**src/rtl/wb_host_pkg.sv**
```systemverilog
// Shared types and defaults for the Wishbone host initiator.
package wb_host_pkg;

    localparam int unsigned DEFAULT_AW             = 32;
    localparam int unsigned DEFAULT_DW             = 32;
    localparam int unsigned DEFAULT_TIMEOUT_CYCLES = 255;
    localparam int unsigned TIMEOUT_W              = $clog2(DEFAULT_TIMEOUT_CYCLES + 1);

    typedef enum logic [1:0] {
        IDLE = 2'd0,
        BUS  = 2'd1,
        RESP = 2'd2
    } state_t;

endpackage

```
**src/rtl/wb_host_timeout.sv**
```systemverilog
// Bus-cycle watchdog: counts BUS cycles and flags the edge on which the limit is reached.
module wb_host_timeout
    import wb_host_pkg::*;
#(
    parameter int unsigned CYCLES = DEFAULT_TIMEOUT_CYCLES,
    parameter int unsigned W      = TIMEOUT_W
) (
    input  logic clk,
    input  logic rst_n,
    input  logic clear,
    input  logic count_en,
    output logic expired
);

    localparam logic [W-1:0] LAST = W'(CYCLES - 1);

    logic [W-1:0] count;

    // expired marks the CYCLES-th counted edge, so the bus is held exactly CYCLES cycles
    assign expired = count_en && (count == LAST);

    always_ff @(posedge clk or negedge rst_n) begin
        if (!rst_n) begin
            count <= '0;
        end else if (clear) begin
            count <= '0;
        end else if (count_en && !expired) begin
            count <= count + W'(1);
        end
    end

endmodule

```
**src/rtl/wb_host_master.sv**
```systemverilog
// Wishbone B4 classic single-cycle initiator driven by a valid/ready command stream.
// Optional bus timeout enabled by defining WB_HOST_TIMEOUT_EN.
module wb_host_master
    import wb_host_pkg::*;
#(
    parameter int unsigned AW             = DEFAULT_AW,
    parameter int unsigned DW             = DEFAULT_DW,
    parameter int unsigned TIMEOUT_CYCLES = DEFAULT_TIMEOUT_CYCLES
) (
    input  logic            wb_clk_i,
    input  logic            wb_rst_ni,

    input  logic            cmd_valid_i,
    output logic            cmd_ready_o,
    input  logic            cmd_we_i,
    input  logic [AW-1:0]   cmd_adr_i,
    input  logic [DW-1:0]   cmd_dat_i,
    input  logic [DW/8-1:0] cmd_sel_i,

    output logic            rsp_valid_o,
    input  logic            rsp_ready_i,
    output logic [DW-1:0]   rsp_dat_o,
    output logic            rsp_err_o,

    output logic            wbm_cyc_o,
    output logic            wbm_stb_o,
    output logic            wbm_we_o,
    output logic [DW/8-1:0] wbm_sel_o,
    output logic [AW-1:0]   wbm_adr_o,
    output logic [DW-1:0]   wbm_dat_o,
    input  logic [DW-1:0]   wbm_dat_i,
    input  logic            wbm_ack_i,
    input  logic            wbm_err_i
);

    if (DW % 8 != 0) begin : g_dw_check
        $error("wb_host_master: DW must be a multiple of 8");
    end
    if (TIMEOUT_CYCLES < 1) begin : g_timeout_check
        $error("wb_host_master: TIMEOUT_CYCLES must be at least 1");
    end

    state_t state;
    logic   timed_out;

    // Gated with reset so ready is low while reset is held, not just in IDLE.
    assign cmd_ready_o = (state == IDLE) && wb_rst_ni;

`ifdef WB_HOST_TIMEOUT_EN
    wb_host_timeout #(
        .CYCLES (TIMEOUT_CYCLES),
        .W      ($clog2(TIMEOUT_CYCLES + 1))
    ) u_timeout (
        .clk      (wb_clk_i),
        .rst_n    (wb_rst_ni),
        .clear    (state != BUS),
        .count_en (state == BUS),
        .expired  (timed_out)
    );
`else
    assign timed_out = 1'b0;
`endif

    always_ff @(posedge wb_clk_i or negedge wb_rst_ni) begin
        if (!wb_rst_ni) begin
            state       <= IDLE;
            wbm_cyc_o   <= 1'b0;
            wbm_stb_o   <= 1'b0;
            wbm_we_o    <= 1'b0;
            wbm_sel_o   <= '0;
            wbm_adr_o   <= '0;
            wbm_dat_o   <= '0;
            rsp_valid_o <= 1'b0;
            rsp_dat_o   <= '0;
            rsp_err_o   <= 1'b0;
        end else begin
            case (state)
                IDLE: begin
                    if (cmd_valid_i) begin
                        wbm_we_o  <= cmd_we_i;
                        wbm_adr_o <= cmd_adr_i;
                        wbm_dat_o <= cmd_dat_i;
                        wbm_sel_o <= cmd_sel_i;
                        wbm_cyc_o <= 1'b1;
                        wbm_stb_o <= 1'b1;
                        state     <= BUS;
                    end
                end
                BUS: begin
                    // ack/err outrank the timeout; err outranks ack and zeroes the data
                    if (wbm_ack_i || wbm_err_i) begin
                        wbm_cyc_o   <= 1'b0;
                        wbm_stb_o   <= 1'b0;
                        rsp_valid_o <= 1'b1;
                        rsp_err_o   <= wbm_err_i;
                        rsp_dat_o   <= (wbm_err_i || wbm_we_o) ? '0 : wbm_dat_i;
                        state       <= RESP;
                    end else if (timed_out) begin
                        wbm_cyc_o   <= 1'b0;
                        wbm_stb_o   <= 1'b0;
                        rsp_valid_o <= 1'b1;
                        rsp_err_o   <= 1'b1;
                        rsp_dat_o   <= '0;
                        state       <= RESP;
                    end
                end
                RESP: begin
                    if (rsp_ready_i) begin
                        rsp_valid_o <= 1'b0;
                        state       <= IDLE;
                    end
                end
                default: begin
                    wbm_cyc_o   <= 1'b0;
                    wbm_stb_o   <= 1'b0;
                    rsp_valid_o <= 1'b0;
                    state       <= IDLE;
                end
            endcase
        end
    end

endmodule
```
**config.mk**
```make
export PLATFORM = sky130hd
export DESIGN_NAME = wb_host_master
export DESIGN_NICKNAME = d
export VERILOG_FILES = /design/src/rtl/wb_host_pkg.sv /design/src/rtl/wb_host_timeout.sv /design/src/rtl/wb_host_master.sv
export SDC_FILE = /design/constraint.sdc
export NUM_CORES = 1
export LEC_CHECK = 0
export CAP_MARGIN = 25
export CELL_PAD_IN_SITES_DETAIL_PLACEMENT = 1
export CELL_PAD_IN_SITES_GLOBAL_PLACEMENT = 1
export CORE_ASPECT_RATIO = 2
export CORE_MARGIN = 8
export CORE_UTILIZATION = 34
export CTS_BUF_LIST = sky130_fd_sc_hd__clkbuf_8
export DETAILED_ROUTE_END_ITERATION = 10
export PLACE_DENSITY_LB_ADDON = 0.1
export SLEW_MARGIN = 0
export SYNTH_ARGS = -nofsm -noshare
export SYNTH_HDL_FRONTEND = slang
export SYNTH_SLANG_ARGS = --single-unit
```
**constraint.sdc**
```tcl
create_clock -name wb_clk_i -period 3.1 [get_ports wb_clk_i]
set_input_delay 0.62 -clock wb_clk_i [delete_from_list [all_inputs] [get_ports wb_clk_i]]
set_output_delay 0.62 -clock wb_clk_i [all_outputs]
set_load 0.02 [all_outputs]
```
==> results.yml <==
setup_path:
  slowest_stage: "clkdlybuf4s50_1"
  critPathKind: "flip-flop to primary output"
  critPathMaxStageDelay_ns: 0.66
  rr_worst_depth: 4
  cp-start-kind: "flip-flop"
  crit_buf_inv: 1
  cp.arrival_ns: 1.74
  path_cells: "nor3b_1 -> clkdlybuf4s50_1"
  r2r-end: "wbm_adr_o[9]"
  endpoint_kind: "primary output"
  cp_top_family: "buffers and inverters"
  required_ns: 2.48
  r2r_setup_slack_ns: 1.26
  cp_max_fo: 7
  r2r-start: "state[0]"
global_routing:
  antenna_found_initial: 0
  grt_use_total_pct: 15.05
  grt_pass1_vias: 3360
  grt_overflow: 0
  grt_max_degree: 70
  grt_pass1_wl_um: 19230
clock_network:
  clock-sinks: 106
  clock_path_buffers: 2
  cts_hold_buf: 0
  clkLatencyLatePin_ns: 0.37
  htree_levels: 3
  cts_tree: "yes"
  numCtsBuffers: 9
  ctsResizeCount: 0
  cts-root-buf: "clkbuf_8"
  cts_setup_buffers: 0
  clk_transition_reported_paths_ns: 0.11
timing:
  tns_ns: 0
  fin_worst_skew_ns: 0.01703
  setup_slack_ns: 0.7409
  whs_ns: 0.3104
  rsz0062_at_grt: "false"
  relSlewSlack_pct: 39.64
  tightest_slew_ns: 0.9053
  max_freq_ghz: 0.4239
  drv_slew: 0
  final.period_utilization_pct: 76.10
  post-route-min-period_ns: 2.359
  setup_violations: 0
  finalHoldViolations: 0
route:
  wl_met3_um: 1295
  wl_met2_um: 5740
  m1WireLength_um: 5004
  top_layer: "met4"
  vias: 3065
  drc_errors: 0
  dr.pass1.iters: 4
  drtIter0Drc: 99
  wl_per_cell_um: 18.04
  routed_wl_um: 12160
  routed_via_density: 4.547
  ant_nets: 0
synthesis:
  synthTopCellsByArea: "dfrtp_1, mux2_2, mux2i_1"
  netlist_area_um2: 4254
  synth_warnings: 0
  synth_top_cell_area_share_pct: 62.35
  yosysTopAreaCell: "dfrtp_1"
  ys_ff_latch: 106
  avgSynthCellArea_um2: 13.95
  syn-num-nets: 412
  synth_cell_types: 21
  syn_inst: 305
  synth_seq_area_share_pct: 62.35
layout:
  post-route-util_pct: 54.30
  area_growth_syn_to_layout_pct: 58.38
  layout_common_cells: "clkdlybuf4s50_1, dfrtp_1, mux2_2"
  drive_gt1_share_pct: 18.51
  design_area_um2: 6738
  nNetsFinal: 626
  num_antenna_cells: 0
  final_common_cell: "clkdlybuf4s50_1"
  fillers: 1262
floorplanning:
  die_w_um: 95.10
  core_region_area_um2: 12410
  fp.dieH_um: 174.2
  floorplan.initialDensity_pct: 34.28
  rows: 58
  io_pins: 213
  dieArea_um2: 16560
run_status:
  status: "complete, no violations"
power_and_ir_drop:
  peakVddDrop_mv: 0.4929
  p_leak_uw: 0.002815
  cellPowerDensity_nw_per_um2: 989.0
place:
  post-place-ws_ns: 0.6077
  placed_cell_area_um2: 6528
  dp_hpwl_um: 9358
  io_buffers: 212
  routabilityCongestion: 0.7071
job:
  cap_violations: 0
worst_hold_path:
  worstHoldPathType: "primary input to async pin"
-- report_power, final --
part           internal [uW]  switching [uW]  total (uW)
registers               1990             334        2330
clock network            391             513         904
logic                   1820            1610        3430
-- area by class of cell --
type | count | area, um2 | share of cell area (%)
Clock inverter | 7 | 86.33 | 1.281
Sequential cell | 106 | 2653 | 39.37
Inverter | 33 | 123.9 | 1.838
Multi-Input combinational cell | 150 | 1366 | 20.28
Timing Repair Buffer | 219 | 2197 | 32.61
Tap cell | 150 | 187.7 | 2.786
Clock buffer | 9 | 123.9 | 1.838
-- sequential cells by signal, indices dropped and copies added (netlist names) --
| name | flops |
|---|---|
| rsp_err_o | 1 |
| wbm_adr_o | 32 |
| wbm_dat_o | 32 |
| wbm_stb_o | 1 |
| wbm_sel_o | 4 |
| rsp_valid_o | 1 |
| wbm_we_o | 1 |
| rsp_dat_o | 32 |
| state | 2 |
-- worst max path at each step --
stage | from | end | depth (start not counted) | slack, ns
final | state[1] | cmd_ready_o | 2 | 0.74
after global routing | state[1] | cmd_ready_o | 2 | 0.63
after CTS | state[1] | cmd_ready_o | 2 | 0.71
after detailed placement | cmd_valid_i | wbm_adr_o[9] | 5 | 0.61
after global placement | cmd_valid_i | wbm_dat_o[16] | 5 | 0.63
after floorplan | wb_rst_ni | cmd_ready_o | 1 | 1.34
-- worst reg2reg max path, delay by kind of cell (launching register included) --
kind                   cells  cell delay [ns]
and+or+nand+nor            2             0.60
DFF                        1             0.46
muxes                      1             0.36
buffers and inverters      1             0.32
-- per-stage QoR --
step	total power, uW	instances
after floorplan	4154	305
after global placement	5785	658
after detailed placement	5853	658
after CTS	6782	674
after global routing	7059	674
final	6664	674
-- cell usage after synthesis, drive strengths merged --
| cell | count |
|---|---|
| mux2 | 69 |
| a21oi | 2 |
| and2b | 1 |
| nor2b | 3 |
| a21o | 2 |
| dfrtp | 106 |
| buf | 13 |
| a22o | 1 |
| nor2 | 4 |
| o21ai | 1 |
| clkbuf | 3 |
| inv | 33 |
| nor3b | 1 |
| o22ai | 1 |
| mux2i | 32 |
| nand2 | 33 |
-- kinds of logic after synthesis --
| group | Yosys count | synth area share (%) |
|---|---|---|
| multiplexers | 101 | 26.68 |
| flip-flops | 106 | 62.35 |
| AND/OR/NAND/NOR | 42 | 4.294 |
| AO/OA/AOI/OAI | 7 | 1.059 |
| buffers and inverters | 49 | 5.617 |
-- metal layers --
layer,vias up,GRT usage [%]
met4,0,4.131
met3,9,6.785
li1,1414,-
met2,130,22.76
met1,1512,18.74
met5,-,0
Power figures use the tool's default switching activity.
